[src/rtl/fetch_pkg.sv]
// Shared fetch definitions: reset PC, word size and the buffered entry layout.
package fetch_pkg;

  localparam logic [31:0] PC_INIT_DEFAULT = 32'h8002_0000;
  localparam logic [31:0] WORD_BYTES      = 32'd4;

  typedef struct packed {
    logic [31:0] pc;
    logic [31:0] instr;
  } fetch_entry_t;

  function automatic logic [31:0] align_word(input logic [31:0] addr);
    return addr & 32'hFFFF_FFFC;
  endfunction

endpackage

[src/rtl/fetch_if.sv]
// Fetch stage bus bundle: instruction memory, redirect and decoder handshakes.
interface fetch_if;

  logic        imem_req;
  logic [31:0] imem_addr;
  logic        imem_gnt;
  logic        imem_rsp_valid;
  logic [31:0] imem_rsp_data;
  logic        redirect;
  logic [31:0] redirect_pc;
  logic        out_valid;
  logic        out_ready;
  logic [31:0] out_pc;
  logic [31:0] out_instr;
  logic        halted;

  modport master (
    output imem_req, imem_addr, out_valid, out_pc, out_instr, halted,
    input  imem_gnt, imem_rsp_valid, imem_rsp_data, redirect, redirect_pc, out_ready
  );

  modport slave (
    input  imem_req, imem_addr, out_valid, out_pc, out_instr, halted,
    output imem_gnt, imem_rsp_valid, imem_rsp_data, redirect, redirect_pc, out_ready
  );

endinterface

[src/rtl/fetch_fifo.sv]
// Power-of-two circular FIFO with flush; head output reads zero while empty.
module fetch_fifo
  import fetch_pkg::*;
#(
  parameter int DEPTH = 4,
  parameter int W     = $bits(fetch_entry_t)
) (
  input  logic                     clk,
  input  logic                     reset,
  input  logic                     push_i,
  input  logic                     pop_i,
  input  logic                     flush_i,
  input  logic [W-1:0]             data_i,
  output logic [W-1:0]             data_o,
  output logic                     full_o,
  output logic                     empty_o,
  output logic [$clog2(DEPTH):0]   count_o
);

  localparam int AW = $clog2(DEPTH);
  localparam int CW = AW + 1;

  logic [W-1:0]  mem_q [DEPTH];
  logic [AW-1:0] wr_q, rd_q;
  logic [CW-1:0] count_q;
  logic          do_push_s, do_pop_s;

  assign empty_o   = (count_q == CW'(0));
  assign full_o    = (count_q == CW'(DEPTH));
  assign do_pop_s  = pop_i && !empty_o && !flush_i;
  // A push into a full FIFO is legal only when the head leaves in the same cycle.
  assign do_push_s = push_i && (!full_o || do_pop_s) && !flush_i;
  assign data_o    = empty_o ? {W{1'b0}} : mem_q[rd_q];
  assign count_o   = count_q;

  // Pointer and occupancy state; pointers wrap naturally at DEPTH.
  always_ff @(posedge clk or negedge reset) begin
    if (!reset) begin
      wr_q    <= {AW{1'b0}};
      rd_q    <= {AW{1'b0}};
      count_q <= {CW{1'b0}};
    end else if (flush_i) begin
      wr_q    <= {AW{1'b0}};
      rd_q    <= {AW{1'b0}};
      count_q <= {CW{1'b0}};
    end else begin
      if (do_push_s) wr_q <= wr_q + AW'(1);
      if (do_pop_s)  rd_q <= rd_q + AW'(1);
      count_q <= count_q + CW'(do_push_s) - CW'(do_pop_s);
    end
  end

  // Storage array; contents are only observed through the occupancy-gated head.
  always_ff @(posedge clk) begin
    if (do_push_s) mem_q[wr_q] <= data_i;
  end

endmodule

[src/rtl/fetch_stage.sv]
// Instruction fetch with in-order PC queue, prefetch buffer and redirect flush.
// Optional stop address enabled by defining FETCH_HALT_EN.
module fetch_stage
  import fetch_pkg::*;
#(
  parameter logic [31:0] PC_INIT   = PC_INIT_DEFAULT,
  parameter int          DEPTH     = 4,
  parameter logic [31:0] HALT_ADDR = 32'h8002_0048
) (
  input logic     clk,
  input logic     reset,
  fetch_if.master bus
);

  localparam int NW = $clog2(DEPTH) + 1;
  localparam int CW = $clog2(DEPTH) + 3;

  logic [31:0]  fetch_pc_q, fetch_pc_d;
  logic [CW-1:0] discard_q, discard_d;
  logic          run_q;
  logic          halted_q, halted_d;

  logic [NW-1:0] buf_count_s, pcq_count_s;
  logic          buf_full_s, buf_empty_s, pcq_full_s, pcq_empty_s;
  logic [31:0]   pcq_head_s;
  fetch_entry_t  buf_in_s, buf_head_s;
  logic [CW-1:0] occupancy_s;
  logic          req_s, req_fire_s, rsp_keep_s, rsp_discard_s, rsp_used_s, pop_s;

  // Discarded-but-outstanding responses still reserve slots so nothing is ever dropped.
  assign occupancy_s   = CW'(buf_count_s) + CW'(pcq_count_s) + discard_q;
  assign req_s         = run_q && !halted_q && !bus.redirect && !pcq_full_s && !buf_full_s
                         && (occupancy_s < CW'(DEPTH));
  assign req_fire_s    = req_s && bus.imem_gnt;
  assign rsp_discard_s = bus.imem_rsp_valid && (discard_q != CW'(0));
  assign rsp_keep_s    = bus.imem_rsp_valid && (discard_q == CW'(0)) && !pcq_empty_s && !bus.redirect;
  assign rsp_used_s    = bus.imem_rsp_valid && ((discard_q != CW'(0)) || !pcq_empty_s);
  assign pop_s         = !buf_empty_s && bus.out_ready && !bus.redirect;
  assign buf_in_s      = '{pc: pcq_head_s, instr: bus.imem_rsp_data};

  fetch_fifo #(.DEPTH(DEPTH), .W(32)) u_pc_queue (
    .clk     (clk),
    .reset   (reset),
    .push_i  (req_fire_s),
    .pop_i   (rsp_keep_s),
    .flush_i (bus.redirect),
    .data_i  (fetch_pc_q),
    .data_o  (pcq_head_s),
    .full_o  (pcq_full_s),
    .empty_o (pcq_empty_s),
    .count_o (pcq_count_s)
  );

  fetch_fifo #(.DEPTH(DEPTH), .W($bits(fetch_entry_t))) u_buffer (
    .clk     (clk),
    .reset   (reset),
    .push_i  (rsp_keep_s),
    .pop_i   (pop_s),
    .flush_i (bus.redirect),
    .data_i  (buf_in_s),
    .data_o  (buf_head_s),
    .full_o  (buf_full_s),
    .empty_o (buf_empty_s),
    .count_o (buf_count_s)
  );

  // Next fetch address, discard count and halt flag.
  always_comb begin
    fetch_pc_d = fetch_pc_q;
    discard_d  = discard_q;
    if (bus.redirect) begin
      fetch_pc_d = align_word(bus.redirect_pc);
      discard_d  = discard_q + CW'(pcq_count_s) + CW'(req_fire_s) - CW'(rsp_used_s);
    end else begin
      if (req_fire_s) fetch_pc_d = fetch_pc_q + WORD_BYTES;
      if (rsp_discard_s) discard_d = discard_q - CW'(1);
    end
`ifdef FETCH_HALT_EN
    halted_d = (fetch_pc_d == HALT_ADDR);
`else
    halted_d = 1'b0;
`endif
  end

  // Fetch control state.
  always_ff @(posedge clk or negedge reset) begin
    if (!reset) begin
      fetch_pc_q <= PC_INIT;
      discard_q  <= {CW{1'b0}};
      run_q      <= 1'b0;
      halted_q   <= 1'b0;
    end else begin
      fetch_pc_q <= fetch_pc_d;
      discard_q  <= discard_d;
      run_q      <= 1'b1;
      halted_q   <= halted_d;
    end
  end

  assign bus.imem_req  = req_s;
  assign bus.imem_addr = fetch_pc_q;
  assign bus.out_valid = !buf_empty_s;
  assign bus.out_pc    = buf_head_s.pc;
  assign bus.out_instr = buf_head_s.instr;
  assign bus.halted    = halted_q;

endmodule
[src/flat_wrapper.sv]
// flat-port wrapper written by rule: the top's interface ports become plain ports
module fetch_stage_flat import fetch_pkg::*;
#(
  parameter logic [31:0] PC_INIT   = PC_INIT_DEFAULT,
  parameter int          DEPTH     = 4,
  parameter logic [31:0] HALT_ADDR = 32'h8002_0048
)
  (clk, reset, bus_imem_req, bus_imem_addr, bus_out_valid, bus_out_pc, bus_out_instr, bus_halted, bus_imem_gnt, bus_imem_rsp_valid, bus_imem_rsp_data, bus_redirect, bus_redirect_pc, bus_out_ready);
  fetch_if bus_i ();
  input logic clk;
  input logic reset;
  output wire logic [$bits(bus_i.imem_req)-1:0] bus_imem_req;
  output wire logic [$bits(bus_i.imem_addr)-1:0] bus_imem_addr;
  output wire logic [$bits(bus_i.out_valid)-1:0] bus_out_valid;
  output wire logic [$bits(bus_i.out_pc)-1:0] bus_out_pc;
  output wire logic [$bits(bus_i.out_instr)-1:0] bus_out_instr;
  output wire logic [$bits(bus_i.halted)-1:0] bus_halted;
  input wire logic [$bits(bus_i.imem_gnt)-1:0] bus_imem_gnt;
  input wire logic [$bits(bus_i.imem_rsp_valid)-1:0] bus_imem_rsp_valid;
  input wire logic [$bits(bus_i.imem_rsp_data)-1:0] bus_imem_rsp_data;
  input wire logic [$bits(bus_i.redirect)-1:0] bus_redirect;
  input wire logic [$bits(bus_i.redirect_pc)-1:0] bus_redirect_pc;
  input wire logic [$bits(bus_i.out_ready)-1:0] bus_out_ready;
  assign bus_imem_req = bus_i.imem_req;
  assign bus_imem_addr = bus_i.imem_addr;
  assign bus_out_valid = bus_i.out_valid;
  assign bus_out_pc = bus_i.out_pc;
  assign bus_out_instr = bus_i.out_instr;
  assign bus_halted = bus_i.halted;
  assign bus_i.imem_gnt = bus_imem_gnt;
  assign bus_i.imem_rsp_valid = bus_imem_rsp_valid;
  assign bus_i.imem_rsp_data = bus_imem_rsp_data;
  assign bus_i.redirect = bus_redirect;
  assign bus_i.redirect_pc = bus_redirect_pc;
  assign bus_i.out_ready = bus_out_ready;
  fetch_stage #(.PC_INIT(PC_INIT), .DEPTH(DEPTH), .HALT_ADDR(HALT_ADDR)) u_core (.clk(clk), .reset(reset), .bus(bus_i));
endmodule
[config.mk]
export PLATFORM = sky130hd
export DESIGN_NAME = fetch_stage_flat
export DESIGN_NICKNAME = d
export VERILOG_FILES = /design/src/rtl/fetch_pkg.sv /design/src/rtl/fetch_if.sv /design/src/rtl/fetch_fifo.sv /design/src/rtl/fetch_stage.sv /design/src/flat_wrapper.sv
export SDC_FILE = /design/constraint.sdc
export NUM_CORES = 1
export LEC_CHECK = 0
export CORE_UTILIZATION = 52
export CTS_CLUSTER_DIAMETER = 200
export DETAILED_ROUTE_END_ITERATION = 10
export PLACE_DENSITY = 0.74
export SLEW_MARGIN = 10
export SYNTH_ARGS = -nofsm -noshare
export SYNTH_HDL_FRONTEND = slang
export SYNTH_HIERARCHICAL = 1
export SYNTH_SLANG_ARGS = --single-unit
[constraint.sdc]
create_clock -name clk -period 4.36 [get_ports clk]
set_clock_uncertainty 0.05 [all_clocks]
set_input_delay 0.872 -clock clk [delete_from_list [all_inputs] [get_ports clk]]
set_output_delay 0.872 -clock clk [all_outputs]
set_load 0.03 [all_outputs]
==> impl_metrics.tcl <==
set metrics [dict create \
    p_clk_share_pct 38.9 \
    clock_latency_ns 0.53 \
    yosysTopAreaCell "edfxtp_1" \
    postCtsSetupBuffers 0 \
    antenna_left 0 \
    p_sw_mw 1.95 \
    hp-class "input port to async pin" \
    power_density_nw_per_um2 403 \
    ys_ff_latch 434 \
    slew_headroom_pct 42.3 \
    met2WireLength_um 18800 \
    min_period_ns 4.12 \
    coreArea_um2 34500 \
    fin_cells 1707 \
    design_area_um2 21900 \
    timing.final.crit_share_pct 94.5 \
    ys_types 64 \
    grt-ovfl-total 0 \
    cts_hold_buf 0 \
    dpl_cell_area_um2 20600 \
    async_flop_share_pct 11.5 \
    ys.flop_type "edfxtp_1" \
    clock.fmax_mhz 243 \
    clockBufferDepth 3 \
    synth-edff-count 384 \
    grt_max_degree 65 \
    first_pass_iters 4 \
    num_antenna_cells 0 \
    grt_pass1_vias 10200 \
    yosys_warnings 6 \
    syn-mean-instance-area_um2 17.9 \
    hold_violations 0 \
    required_ns 4.69 \
    place_congestion 0.797 \
    drc 0 \
    dp_slack_ns 0.257 \
    final.setup.worst_slack_ns 0.238 \
    crit_path_end_kind "flop" \
    tns_ns 0 \
    yosysSeqAreaShare_pct 69.9 \
    die_w_um 190 \
    p_leak_nw 7.01 \
    antenna_found_initial 0 \
    start_util_pct 53.0 \
    first_iter_violations 734 \
    status "complete, no violations" \
    ioPinCount 169 \
    synthTopCellsByCount "edfxtp_1, mux4_2, nor2b_1, dfrtp_1, inv_1" \
    path_class "flop to flop" \
    cts_root_buf "clkbuf_16" \
    synth_area_leaders "edfxtp_1, mux4_2, dfrtp_1" \
    cp_max_fo 6 \
    path_clk_slew_ns 0.06 \
    p_comb_share_pct 7.6 \
    wl_per_cell_um 21.7 \
    synth.top_cell.area_share_pct 63.0 \
    met3_length_um 1790 \
    dp_cells 1631 \
    grt_pass1_wl_um 58000 \
    tritoncts "built" \
    setup_violations 0 \
    wl_met1_um 15500 \
    max-cap-violations 0 \
    cp.arrival_ns 4.45 \
    die_area_um2 35900 \
    grtUsageTotal_pct 21.3 \
    netlist_area_um2 18300 \
    htreeDepth 2 \
    switching_share_pct 22.2 \
    vdd_drop_max_v 0.000311 \
    pwr-share-seq_pct 53.5 \
    via_per_inst 5.70 \
    highest_layer "met4" \
    num_rows 68 \
    nets 1321 \
    area.growth.synth_to_final_pct 19.6 \
    cts_made_buffers 43 \
    p_int_mw 6.86 \
    yosysMostFrequentCell "edfxtp_1" \
    start_kind "flop" \
    max_slew.worst_pin.slew_ns 0.865 \
    wl_um 37100 \
    die_h_um 190 \
    ctsResizeCount 0 \
    vias 9729 \
    rsz0062_at_grt "false" \
    port_buffers 163 \
    drive_gt1_share_pct 18.1 \
    synth_cells 1023 \
    drv_slew 0 \
    cts_sinks 434 \
    hpwl_um 22800 \
]
-- cells in the final DEF, fill, tap and decap left out, types with 23 or more instances in the layout --
cell and count:
clkdlybuf4s50_1 160, nor2_1 23, nor2b_1 90, clkbuf_16 44, ha_1 23, dfrtp_1 44, nand2_1 23, buf_4 27
edfxtp_1 384, nand3_1 23, mux4_2 96, inv_1 45
-- critical path, cell delays in order (launching register included) --
cell	delay, ns
dfrtp_1	0.47
fa_1	0.58
inv_1	0.07
fa_1	0.42
xor2_1	0.24
nand4_2	0.18
a21o_4	0.23
inv_4	0.06
inv_1	0.05
a211oi_1	0.26
inv_1	0.08
ha_1	0.27
inv_1	0.06
ha_1	0.13
inv_1	0.05
fa_1	0.37
xor2_1	0.21
and2_1	0.16
nor3_1	0.04
-- cell type report --
type | count | area (µm²)
fill | 2451 | 12700
timing repair buffer | 198 | 1990
sequential | 434 | 12800
clock inverter | 27 | 199
tap | 455 | 569
multi-input combinational | 498 | 5040
clock buffer | 49 | 1120
inverter | 46 | 175
-- path summary, 6_finish.rpt --
kind / to / cells after the start / slack (ns) / startpoint
worst min register to register: u_core/u_pc_queue/mem_q[0][31] / 0 / 0.53 / u_core/bus.imem_addr[31]
max in group asynchronous: u_core/bus.imem_addr[31] / 2 / 3.01 / reset
worst max register to register: u_core/u_pc_queue/count_o[2] / 18 / 0.24 / u_core/u_buffer/count_o[2]
worst min-delay path: u_core/discard_q[0] / 1 / 0.38 / reset
worst max-delay path: u_core/u_pc_queue/count_o[2] / 18 / 0.24 / u_core/u_buffer/count_o[2]
min in group clk: u_core/u_pc_queue/mem_q[0][31] / 0 / 0.53 / u_core/bus.imem_addr[31]
-- power by group through the flow --
| stage | clock network (mW) | logic, mW | registers [mW] |
|---|---|---|---|
| 2_1_floorplan | 0 | 0.371 | 4.82 |
| 3_3_place_gp | 0 | 0.645 | 4.80 |
| 3_5_place_dp | 0 | 0.666 | 4.81 |
| 4_1_cts | 3.50 | 0.670 | 4.72 |
| 5_1_grt | 3.65 | 0.743 | 4.73 |
| 6_report | 3.43 | 0.668 | 4.72 |
-- layer usage --
metal  up-vias  global-route usage (%)
met2       289                    36.1
met1      5018                    28.9
met4         0                    6.33
met3        59                    3.10
li1       4363                       -
met5         -                       0
-- sequential cells by signal (all words and copies together) (netlist names), 3 cells and up --
name,flops
u_core/u_buffer/count_o,3
u_core/u_buffer/mem_q,256
u_core/bus.imem_addr,30
u_core/u_pc_queue/count_o,3
u_core/u_pc_queue/mem_q,128
u_core/discard_q,5
-- logic make-up after synthesis --
| kind of cell | count (synthesis) | share of synthesized area [%] |
|---|---|---|
| fa+ha+maj | 30 | 2.34 |
| flops | 434 | 69.9 |
| other cells | 2 | 0.0411 |
| compound gates | 74 | 2.92 |
| xor+xnor | 13 | 0.622 |
| simple gates | 248 | 8.04 |
| mux | 121 | 13.3 |
| buf+inv | 101 | 2.86 |
-- metrics by stage --
step	hold WS (ns)	power (mW)	utilization [%]
after CTS	0.397	8.89	63.3
after detailed placement	0.515	5.47	59.5
after global routing	0.426	9.13	63.4
after global placement	0.509	5.44	59.5
after floorplan	0.454	5.19	-
final	0.379	8.82	63.4
(Power assumes the default switching activity.)
